<file path="config.mk">
export PLATFORM = sky130hd
export DESIGN_NAME = pipe_hazard_ctrl
export DESIGN_NICKNAME = d
export VERILOG_FILES = /design/src/rtl/pipe_ctrl_pkg.sv /design/src/rtl/reg_scoreboard.sv /design/src/rtl/pipe_hazard_ctrl.sv
export SDC_FILE = /design/constraint.sdc
export NUM_CORES = 1
export LEC_CHECK = 0
export ABC_AREA = 1
export ABC_CLOCK_PERIOD_IN_PS = 4650
export CORE_MARGIN = 4
export CORE_UTILIZATION = 60
export DETAILED_ROUTE_END_ITERATION = 8
export PLACE_DENSITY = 0.81
export SYNTH_ARGS = -nofsm -noshare
export SYNTH_HDL_FRONTEND = slang
export SYNTH_SLANG_ARGS = --single-unit
</file>
<file path="constraint.sdc">
create_clock -name clk -period 4.65 [get_ports clk]
set_clock_uncertainty 0.1 [all_clocks]
set_input_delay 1.1625 -clock clk [delete_from_list [all_inputs] [get_ports clk]]
set_output_delay 1.1625 -clock clk [all_outputs]
set_load 0.03 [all_outputs]
</file>
<file path="src/rtl/pipe_ctrl_pkg.sv">
// Shared state encoding, sizing defaults and ID/EX NOP control values for the
// decode-stage pipeline controller.
package pipe_ctrl_pkg;

    localparam int unsigned NUM_REGS_DEF = 32;
    localparam int unsigned REG_AW_DEF   = 5;
    localparam int unsigned CNT_W_DEF    = 2;

    localparam logic [4:0] ZERO_REG = 5'd0;

    typedef enum logic [1:0] {
        StRun    = 2'd0,
        StDrain  = 2'd1,
        StHalted = 2'd2
    } ctrl_state_e;

    // Control values the decode stage loads into ID/EX when a bubble is inserted.
    localparam logic RWrEn_Disable = 1'b0;
    localparam logic MemRW_Read    = 1'b0;
    localparam logic BR_Disable    = 1'b0;
    localparam logic JMP_Disable   = 1'b0;

    typedef struct packed {
        logic rwren;
        logic memrw;
        logic br;
        logic jmp;
    } id_ex_ctrl_t;

    localparam id_ex_ctrl_t NOP_CTRL = '{
        rwren: RWrEn_Disable,
        memrw: MemRW_Read,
        br:    BR_Disable,
        jmp:   JMP_Disable
    };

endpackage

</file>
<file path="src/rtl/reg_scoreboard.sv">
// Per-register count of in-flight writebacks. x0 is never tracked; a writer and a
// retirer hitting the same register in one cycle leave its count unchanged.
module reg_scoreboard
    import pipe_ctrl_pkg::*;
#(
    parameter int unsigned NUM_REGS = NUM_REGS_DEF,
    parameter int unsigned REG_AW   = REG_AW_DEF,
    parameter int unsigned CNT_W    = CNT_W_DEF
) (
    input  logic              clk,
    input  logic              rst,
    input  logic              inc,
    input  logic [REG_AW-1:0] inc_rd,
    input  logic              dec,
    input  logic [REG_AW-1:0] dec_rd,
    input  logic [REG_AW-1:0] rs1,
    input  logic [REG_AW-1:0] rs2,
    output logic              busy1,
    output logic              busy2,
    output logic              all_clear
);

    localparam logic [CNT_W-1:0] CNT_MAX = '1;

    logic [CNT_W-1:0] cnt_q [NUM_REGS];
    logic [CNT_W-1:0] cnt_d [NUM_REGS];
    logic             inc_hit;
    logic             dec_hit;
    logic             same_rd;

    assign inc_hit = inc && (inc_rd != REG_AW'(ZERO_REG));
    assign dec_hit = dec && (dec_rd != REG_AW'(ZERO_REG));
    assign same_rd = inc_hit && dec_hit && (inc_rd == dec_rd);

    // Out-of-range updates saturate; the assertions below flag them.
    always_comb begin
        for (int r = 0; r < NUM_REGS; r++) begin
            cnt_d[r] = cnt_q[r];
            if (r == 0) begin
                cnt_d[r] = '0;
            end else if (!same_rd) begin
                if (inc_hit && inc_rd == REG_AW'(r) && cnt_q[r] != CNT_MAX) begin
                    cnt_d[r] = cnt_q[r] + 1'b1;
                end
                if (dec_hit && dec_rd == REG_AW'(r) && cnt_q[r] != '0) begin
                    cnt_d[r] = cnt_q[r] - 1'b1;
                end
            end
        end
    end

    always_ff @(posedge clk or posedge rst) begin
        if (rst) begin
            for (int r = 0; r < NUM_REGS; r++) begin
                cnt_q[r] <= '0;
            end
        end else begin
            cnt_q <= cnt_d;
        end
    end

    assign busy1 = (cnt_q[rs1] != '0);
    assign busy2 = (cnt_q[rs2] != '0);

    always_comb begin
        all_clear = 1'b1;
        for (int r = 1; r < NUM_REGS; r++) begin
            if (cnt_q[r] != '0) begin
                all_clear = 1'b0;
            end
        end
    end

    inc_overflow: assert property (@(posedge clk) disable iff (rst)
        !(inc_hit && !same_rd && cnt_q[inc_rd] == CNT_MAX));

    dec_underflow: assert property (@(posedge clk) disable iff (rst)
        !(dec_hit && !same_rd && cnt_q[dec_rd] == '0));

endmodule

</file>
<file path="src/rtl/pipe_hazard_ctrl.sv">
// Decode-stage pipeline controller: RAW stall against the writeback scoreboard,
// wrong-path squash on EX redirect, and drain-then-park after a halting instruction.
module pipe_hazard_ctrl
    import pipe_ctrl_pkg::*;
#(
    parameter int unsigned NUM_REGS = NUM_REGS_DEF,
    parameter int unsigned REG_AW   = REG_AW_DEF,
    parameter int unsigned CNT_W    = CNT_W_DEF
) (
    input  logic              clk,
    input  logic              rst,
    input  logic              id_valid,
    input  logic [REG_AW-1:0] id_rs1,
    input  logic [REG_AW-1:0] id_rs2,
    input  logic              id_rs1_used,
    input  logic              id_rs2_used,
    input  logic [REG_AW-1:0] id_rd,
    input  logic              id_rwren,
    input  logic              id_halt,
    input  logic              wb_rwren,
    input  logic [REG_AW-1:0] wb_rd,
    input  logic              ex_redirect,
    output logic              stall_if_id,
    output logic              bubble_id_ex,
    output logic              flush_if_id,
    output logic              issue,
    output logic              halted,
    output logic [1:0]        state
);

    ctrl_state_e state_q, state_d;
    logic        inc, dec;
    logic        busy1, busy2, all_clear;
    logic        hazard;

    // The halting instruction's rd is never tracked, so drain can complete.
    assign inc = issue && id_rwren && (id_rd != REG_AW'(ZERO_REG)) && !id_halt;
    assign dec = wb_rwren && (wb_rd != REG_AW'(ZERO_REG));

    assign hazard = id_valid &&
        ((id_rs1_used && (id_rs1 != REG_AW'(ZERO_REG)) && busy1) ||
         (id_rs2_used && (id_rs2 != REG_AW'(ZERO_REG)) && busy2));

    reg_scoreboard #(
        .NUM_REGS (NUM_REGS),
        .REG_AW   (REG_AW),
        .CNT_W    (CNT_W)
    ) u_sb (
        .clk       (clk),
        .rst       (rst),
        .inc       (inc),
        .inc_rd    (id_rd),
        .dec       (dec),
        .dec_rd    (wb_rd),
        .rs1       (id_rs1),
        .rs2       (id_rs2),
        .busy1     (busy1),
        .busy2     (busy2),
        .all_clear (all_clear)
    );

    always_comb begin
        state_d      = state_q;
        stall_if_id  = 1'b0;
        bubble_id_ex = 1'b0;
        flush_if_id  = 1'b0;
        issue        = 1'b0;
        halted       = 1'b0;
        unique case (state_q)
            StRun: begin
                if (ex_redirect) begin
                    flush_if_id  = 1'b1;
                    bubble_id_ex = 1'b1;
                end else if (hazard) begin
                    stall_if_id  = 1'b1;
                    bubble_id_ex = 1'b1;
                end else begin
                    issue = id_valid;
                    if (id_valid && id_halt) begin
                        state_d = StDrain;
                    end
                end
            end
            StDrain: begin
                stall_if_id  = 1'b1;
                bubble_id_ex = 1'b1;
                if (all_clear) begin
                    state_d = StHalted;
                end
            end
            StHalted: begin
                stall_if_id  = 1'b1;
                bubble_id_ex = 1'b1;
                halted       = 1'b1;
            end
            default: begin
                state_d = StRun;
            end
        endcase
    end

    always_ff @(posedge clk or posedge rst) begin
        if (rst) begin
            state_q <= StRun;
        end else begin
            state_q <= state_d;
        end
    end

    assign state = state_q;

endmodule

</file>
==> flow_summary_export.csv, run 1 <==
group,metric,value,unit
timing,fin_setup_tns,0,ps
clock_network,cts_tree,"built",
pwr,p_int,0.9114,mW
pwr,combPwrFrac,11.4,%
clock_network,postCtsHoldBufs,0,
logic_synthesis,syn_nets,985,
global_route,antenna_found_initial,0,
timing,fin_crit,4331,ps
global_route,grt_pass1_wl,28880,um
route,drtPass1Iterations,6,
clock_network,htree_levels,3,
final_layout,final_layout_size_suffix_gt1_share,4.642,%
status,status,"completed",
placement,routabilityCongestion,0.9975,
final_layout,nets,1019,
setup_path,start_kind,"input pin",
die,dieWidth,102.8,um
timing,worst_pin_slew,827.7,ps
global_route,overflow,0,
final_layout,area_delta_synth_final,12.58,%
placement,dp_hpwl,13440,um
clock_network,clk-insertion-delay-late,350,ps
global_route,grt_pass1_vias,6210,
final_layout,diodes,0,
timing,hold_violations,0,
logic_synthesis,yosysWarningCount,0,
route,routed_via_density,5.822,
pwr,p_total,1.270,mW
logic_synthesis,syn_avg_cell_area,5.661,um2
setup_path,arrival,3070,ps
clock_network,cts_sinks,64,
setup_path,worst_ep_required_time,3390,ps
logic_synthesis,seq_area_frac_synth,29.72,%
placement,portBuffers,35,
die,die-area,10560,um2
die,fp.dieH,102.8,um
pwr,peakVddDrop,0.1753,mV
die,initial_core_util,61.79,%
pwr,pwr-share-clk,44.8,%
route,drt-initial-drc-count,587,
pwr,switching_power,0.3590,mW
timing,setup_viol,0,
clock_network,cts_resized,0,
logic_synthesis,synth-seq-cells,64,
logic_synthesis,postSynthCellCount,952,
setup_path,startpoint,"id_rs1[1]",
logic_synthesis,netlist_area,5389,um2
timing,rsz0062_at_grt,"false",
clock_network,clockBufferDepth,2,
min_path,worstHoldPathCells,2,
clock_network,clkTransAtPathRegs,80,ps
die,io_pins,36,
clock_network,cts_buffers,9,
timing,clock.fmax,0.2309,GHz
setup_path,r2r_cells,15,
route,wl_per_cell,16.04,um
route,wirelength,17630,um
setup_path,worstSetupPathType,"input pin to output pin",
final_layout,mostFrequentLayoutCells,"nand2_1, nand3_1, inv_1",
min_path,hp-class,"flop to flop",
final_layout,layout_commonest_cell,"nand2_1",
pwr,p_per_area,209.4,nW/um2
global_route,grt_max_degree,58,
setup_path,r2r-start,"u_sb.cnt_q[8]$_DFFE_PP0P_",
flow_run,drv_cap,0,
pwr,power_leakage,3.392,nW
route,drtAntennaViolNets,0,
die,fp-row-count,34,
global_route,grt_use_total,34.91,%
clock_network,post-cts-setup-buffer-count,0,
route,vias,6398,
timing,relSlewSlack,44.74,%
setup_path,cp_max_fo,8,
timing,drv_slew,0,
logic_synthesis,ys_types,30,
setup_path,endpoint_kind,"output pin",
pwr,seqPwrFrac,43.8,%
die,core,8721,um2
setup_path,rrSetupSlack,1610,ps
pwr,p_sw_share,28.26,%
timing,fin_crit_sh,93.15,%
clock_network,cts_root_buf,"clkbuf_8",
route,drc,0,
min_path,hold_path.startpoint,"u_sb.cnt_q[28]$_DFFE_PP0P_",
-- critical path, stage by stage --
cell and delay [ps]:
clkdlybuf4s50_1 520, nor2_2 330, a21oi_1 120, nand3_1 90, nand2_1 50, nand2_1 50
nand2_1 50, nand2_1 50, nand3_1 80, nand2_2 120, nand4_1 110, a21oi_1 160
buf_4 180
-- worst paths after layout --
kind / endpoint
worst min-delay path: u_sb.cnt_q[28]$_DFFE_PP0P_
min in group asynchronous: u_sb.cnt_q[44]$_DFFE_PP0P_
worst max-delay path: stall_if_id
max in group asynchronous: u_sb.cnt_q[55]$_DFFE_PP0P_
worst min register to register: u_sb.cnt_q[28]$_DFFE_PP0P_
worst max register to register: u_sb.cnt_q[47]$_DFFE_PP0P_
-- state kept, by name, indices dropped and copies added (netlist names) --
name        count
state           2
u_sb.cnt_q     62
-- area by class of cell --
class,instances,area (um2)
flip-flops and latches,64,1602
repair buffers,45,417.9
multi-input cells,729,3173
well taps,108,135.1
fillers,793,2654
clock buffers,9,123.9
inverters,137,514.2
clock inverters,7,101.3
-- cells by family after synthesis --
group                      count (synthesis)  synth area share, %
AOI/OAI and AO/OA                         93                8.916
DFF                                       64                29.72
adders and majority gates                  4               0.9288
xor gates and xnor gates                   1               0.1626
and+or+nand+nor                          631                48.71
buffers and inverters                    159                11.56
-- power groups by stage --
stage	Combinational, mW	Sequential (mW)	Clock, mW
final	0.145	0.556	0.569
after global routing	0.159	0.556	0.599
after CTS	0.142	0.556	0.571
after detailed placement	0.141	0.567	0
after global placement	0.139	0.567	0
after floorplan	0.0767	0.567	0
-- cell usage after synthesis --
master / instances / area (um2)
nor3b_1: 1 / 7.510
buf_2: 9 / 45.04
ha_1: 4 / 50.05
buf_6: 1 / 11.26
nand4_2: 1 / 12.51
a21oi_1: 49 / 245.2
buf_4: 2 / 15.01
or2_2: 1 / 6.260
inv_1: 130 / 488.0
nand2_2: 4 / 25.02
clkbuf_1: 7 / 26.28
nor4_1: 4 / 25.02
buf_1: 3 / 11.26
nor2_2: 2 / 12.51
o2111ai_1: 1 / 8.760
o21ai_0: 35 / 175.2
nor3_1: 26 / 130.1
or2_1: 1 / 6.260
inv_2: 7 / 26.28
o211ai_1: 2 / 15.01
o21ai_1: 3 / 15.01
nand4_1: 4 / 25.02
a31oi_1: 1 / 6.260
nand2_1: 343 / 1287
o21bai_1: 2 / 15.01
nand3_1: 131 / 655.6
xor2_1: 1 / 8.760
nor2_1: 112 / 420.4
dfrtp_1: 64 / 1602
nor2_4: 1 / 11.26
-- layer usage --
layer	wire length, um	global-route usage (%)	up-vias	share of wire, %
li1	-	-	3076	-
met1	6680	42.58	2902	38
met2	8255	57.15	350	47
met3	1960	8.457	70	11
met4	733	18.43	0	4.2
met5	0	0	-	0
-- metrics by stage --
stage          hold WS, ps  area, um2  setup slack [ps]  utilization (%)  instances
2_1_floorplan        355.9       5389             789.9                -        952
3_3_place_gp         370.1       5842             390.5            66.99       1083
3_5_place_dp         379.8       5842             348.1            66.99       1083
4_1_cts              398.8       6067             340.2            69.57       1099
5_1_grt              418.9       6067             98.66            69.57       1099
6_report             401.7       6067             318.6            69.57       1099
(Power assumes the default switching activity.)
==> run 2: changes to the inputs <==
--- a/config.mk
+++ b/config.mk
@@ -7,6 +7,7 @@
 export LEC_CHECK = 0
 export ABC_AREA = 1
 export ABC_CLOCK_PERIOD_IN_PS = 4650
+export CAP_MARGIN = 20
 export CORE_MARGIN = 4
 export CORE_UTILIZATION = 60
 export DETAILED_ROUTE_END_ITERATION = 8
==> results of run 2 <==
No change in the layout: final DEF, timing and power equal those of run 1.
==> run 3: changes to the inputs <==
--- a/config.mk
+++ b/config.mk
@@ -7,11 +7,12 @@
 export LEC_CHECK = 0
 export ABC_AREA = 1
 export ABC_CLOCK_PERIOD_IN_PS = 4650
-export CAP_MARGIN = 20
+export CAP_MARGIN = 10
 export CORE_MARGIN = 4
 export CORE_UTILIZATION = 60
 export DETAILED_ROUTE_END_ITERATION = 8
-export PLACE_DENSITY = 0.81
+export GPL_TIMING_DRIVEN = 0
+export PLACE_DENSITY = 0.89
 export SYNTH_ARGS = -nofsm -noshare
 export SYNTH_HDL_FRONTEND = slang
 export SYNTH_SLANG_ARGS = --single-unit
==> flow_summary_export.csv, run 3 (synthesis gave the netlist of run 1 again) <==
group,metric,value,unit
route,drtPass1Iterations,5,
final_layout,layout_commonest_cell,"nand2_1",
final_layout,nFillCells,797,
final_layout,finalNonFillerCells,1111,
die,die-area,10560,um2
clock_network,cts_root_buf,"clkbuf_8",
die,fp.dieH,102.8,um
status,status,"completed",
timing,worst_pin_slew,696.9,ps
timing,timing.hold.ws,400.6,ps
setup_path,worstSetupPathType,"input pin to output pin",
clock_network,cts_sinks,64,
setup_path,arrival,3220,ps
route,wirelength,17490,um
global_route,grt_max_degree,36,
pwr,p_per_area,216.8,nW/um2
route,wl_met3,1997,um
route,top_layer,"met4",
placement,routabilityCongestion,1.072,
final_layout,fin_util,70.44,%
setup_path,cp_max_fo,10,
timing,clock.fmax,0.2230,GHz
flow_run,drv_cap,0,
die,core,8721,um2
global_route,overflow,0,
die,dieWidth,102.8,um
final_layout,area_delta_synth_final,14.00,%
global_route,grt_pass1_wl,27720,um
final_layout,multi_input_area,3174,um2
final_layout,mostFrequentLayoutCells,"nand2_1, nand3_1, inv_1",
placement,dpl_worst_slack,-437.5,ps
pwr,p_total,1.332,mW
final_layout,nets,1031,
setup_path,cp_slowest_cell,"clkdlybuf4s50_1",
final_layout,regArea,1602,um2
placement,dp_hpwl,13330,um
setup_path,crit_chain,"clkdlybuf4s50_1 -> inv_2 -> nand3_1 -> nand3_1 -> nand3_1 -> nand3_1 -> nand3_1 -> nand2_2 -> nor2_4 -> buf_4 -> clkdlybuf4s15_2",
setup_path,start_kind,"input pin",
route,vias,6321,
min_path,hp-class,"flop to flop",
final_layout,regMostFlops,"u_sb.cnt_q",
final_layout,final_layout_size_suffix_gt1_share,4.985,%
final_layout,diodes,0,
clock_network,cts_tree,"built",
timing,fin_crit,4485,ps
setup_path,endpoint_kind,"output pin",
route,drc,0,
global_route,grt_pass1_vias,5682,
global_route,antenna_found_initial,0,
route,wl_met2,7483,um
die,initial_core_util,61.79,%
setup_path,worst_ep_required_time,3390,ps
die,fp-row-count,34,
pwr,power_leakage,3.442,nW
timing,setup_ws,165.1,ps
setup_path,slowest_delay,640,ps
final_layout,largest_reg_flops,62,
timing,setup_viol,0,
placement,portBuffers,33,
clock_network,clk-insertion-delay-late,370,ps
setup_path,cpMostUsedCell,"nand3_1",
timing,rsz0062_at_grt,"false",
route,routed_via_density,5.689,
clock_network,clkTransAtPathRegs,80,ps
clock_network,clockBufferDepth,2,
placement,dpl.cell_count,1094,
timing,hold_violations,0,
timing,drv_slew,0,
route,drt-initial-drc-count,667,
clock_network,postCtsHoldBufs,0,
timing,relSlewSlack,53.54,%
route,wl_per_cell,15.74,um
clock_network,htree_levels,3,
timing,fin_crit_sh,96.45,%
global_route,grt_use_total,34.40,%
clock_network,cts_buffers,9,
route,drtAntennaViolNets,0,
pwr,peakVddDrop,0.1578,mV
die,io_pins,36,
route,wl_met1,7055,um
[run 3: cell types whose count changed in the layout (fill, tap and decap cells not counted), moves of 3 or more]
cell	change
clkdlybuf4s50_1	-4
clkbuf_1	+7
buf_1	+3
buf_2	+8
buf_4	-9
[run 3: worst max-delay path: cells and delay by family]
kind / cells / cell delay (ps)
buf+inv: 4 / 1320
simple gates: 7 / 710
[run 3: metal layers]
| layer | GRT usage, % | vias up |
|---|---|---|
| met5 | 0 | - |
| met4 | 19.82 | 0 |
| met3 | 8.457 | 78 |
| met2 | 51.39 | 364 |
| met1 | 45.34 | 2780 |
| li1 | - | 3099 |
[run 3: path summary, 6_finish.rpt]
path                                            start                          to  slack [ps]  depth (start not counted)
hold / removal             u_sb.cnt_q[36]$_DFFE_PP0P_  u_sb.cnt_q[36]$_DFFE_PP0P_         400                          2
min in group asynchronous                         rst  u_sb.cnt_q[27]$_DFFE_PP0P_        1090                          2
setup / recovery                            id_rs2[0]                       issue         170                         11
setup reg to reg           u_sb.cnt_q[18]$_DFFE_PP0P_   u_sb.cnt_q[5]$_DFFE_PP0P_        1840                         15
hold reg to reg            u_sb.cnt_q[36]$_DFFE_PP0P_  u_sb.cnt_q[36]$_DFFE_PP0P_         400                          2
max in group asynchronous                         rst   u_sb.cnt_q[6]$_DFFE_PP0P_        2740                          3
[run 3: area by class of cell]
cell class / count / area share, %
clock inverters: 6 / 1.874
flip-flops and latches: 64 / 26.07
well taps: 108 / 2.200
plain buffers: 22 / 1.813
repair buffers: 35 / 5.764
multi-input cells: 729 / 51.67
clock buffers: 10 / 2.240
inverters: 137 / 8.371
[run 3: timing repair]
action                                 4_1_cts  5_1_grt
setup endpoints to repair                    3        3
setup buffers                                0        1
pin swaps                                    1        1
endpoints found under the hold margin        0        0
gates resized for setup                      7        8
[run 3: power breakdown]
group          internal [mW]  leakage [nW]  switching (mW)  total [mW]
sequential             0.556         0.889               0       0.556
clock                  0.374         0.123           0.258       0.632
combinational         0.0462          2.43          0.0978       0.144
total                  0.976          3.44           0.356        1.33
[run 3: through the flow]
step / area (um2) / TNS [ps]
finish: 6143 / 0
global route: 6143 / 0
CTS: 6133 / 0
detailed placement: 5874 / -828.8
global placement: 5854 / -875.7
floorplan: 5389 / 0
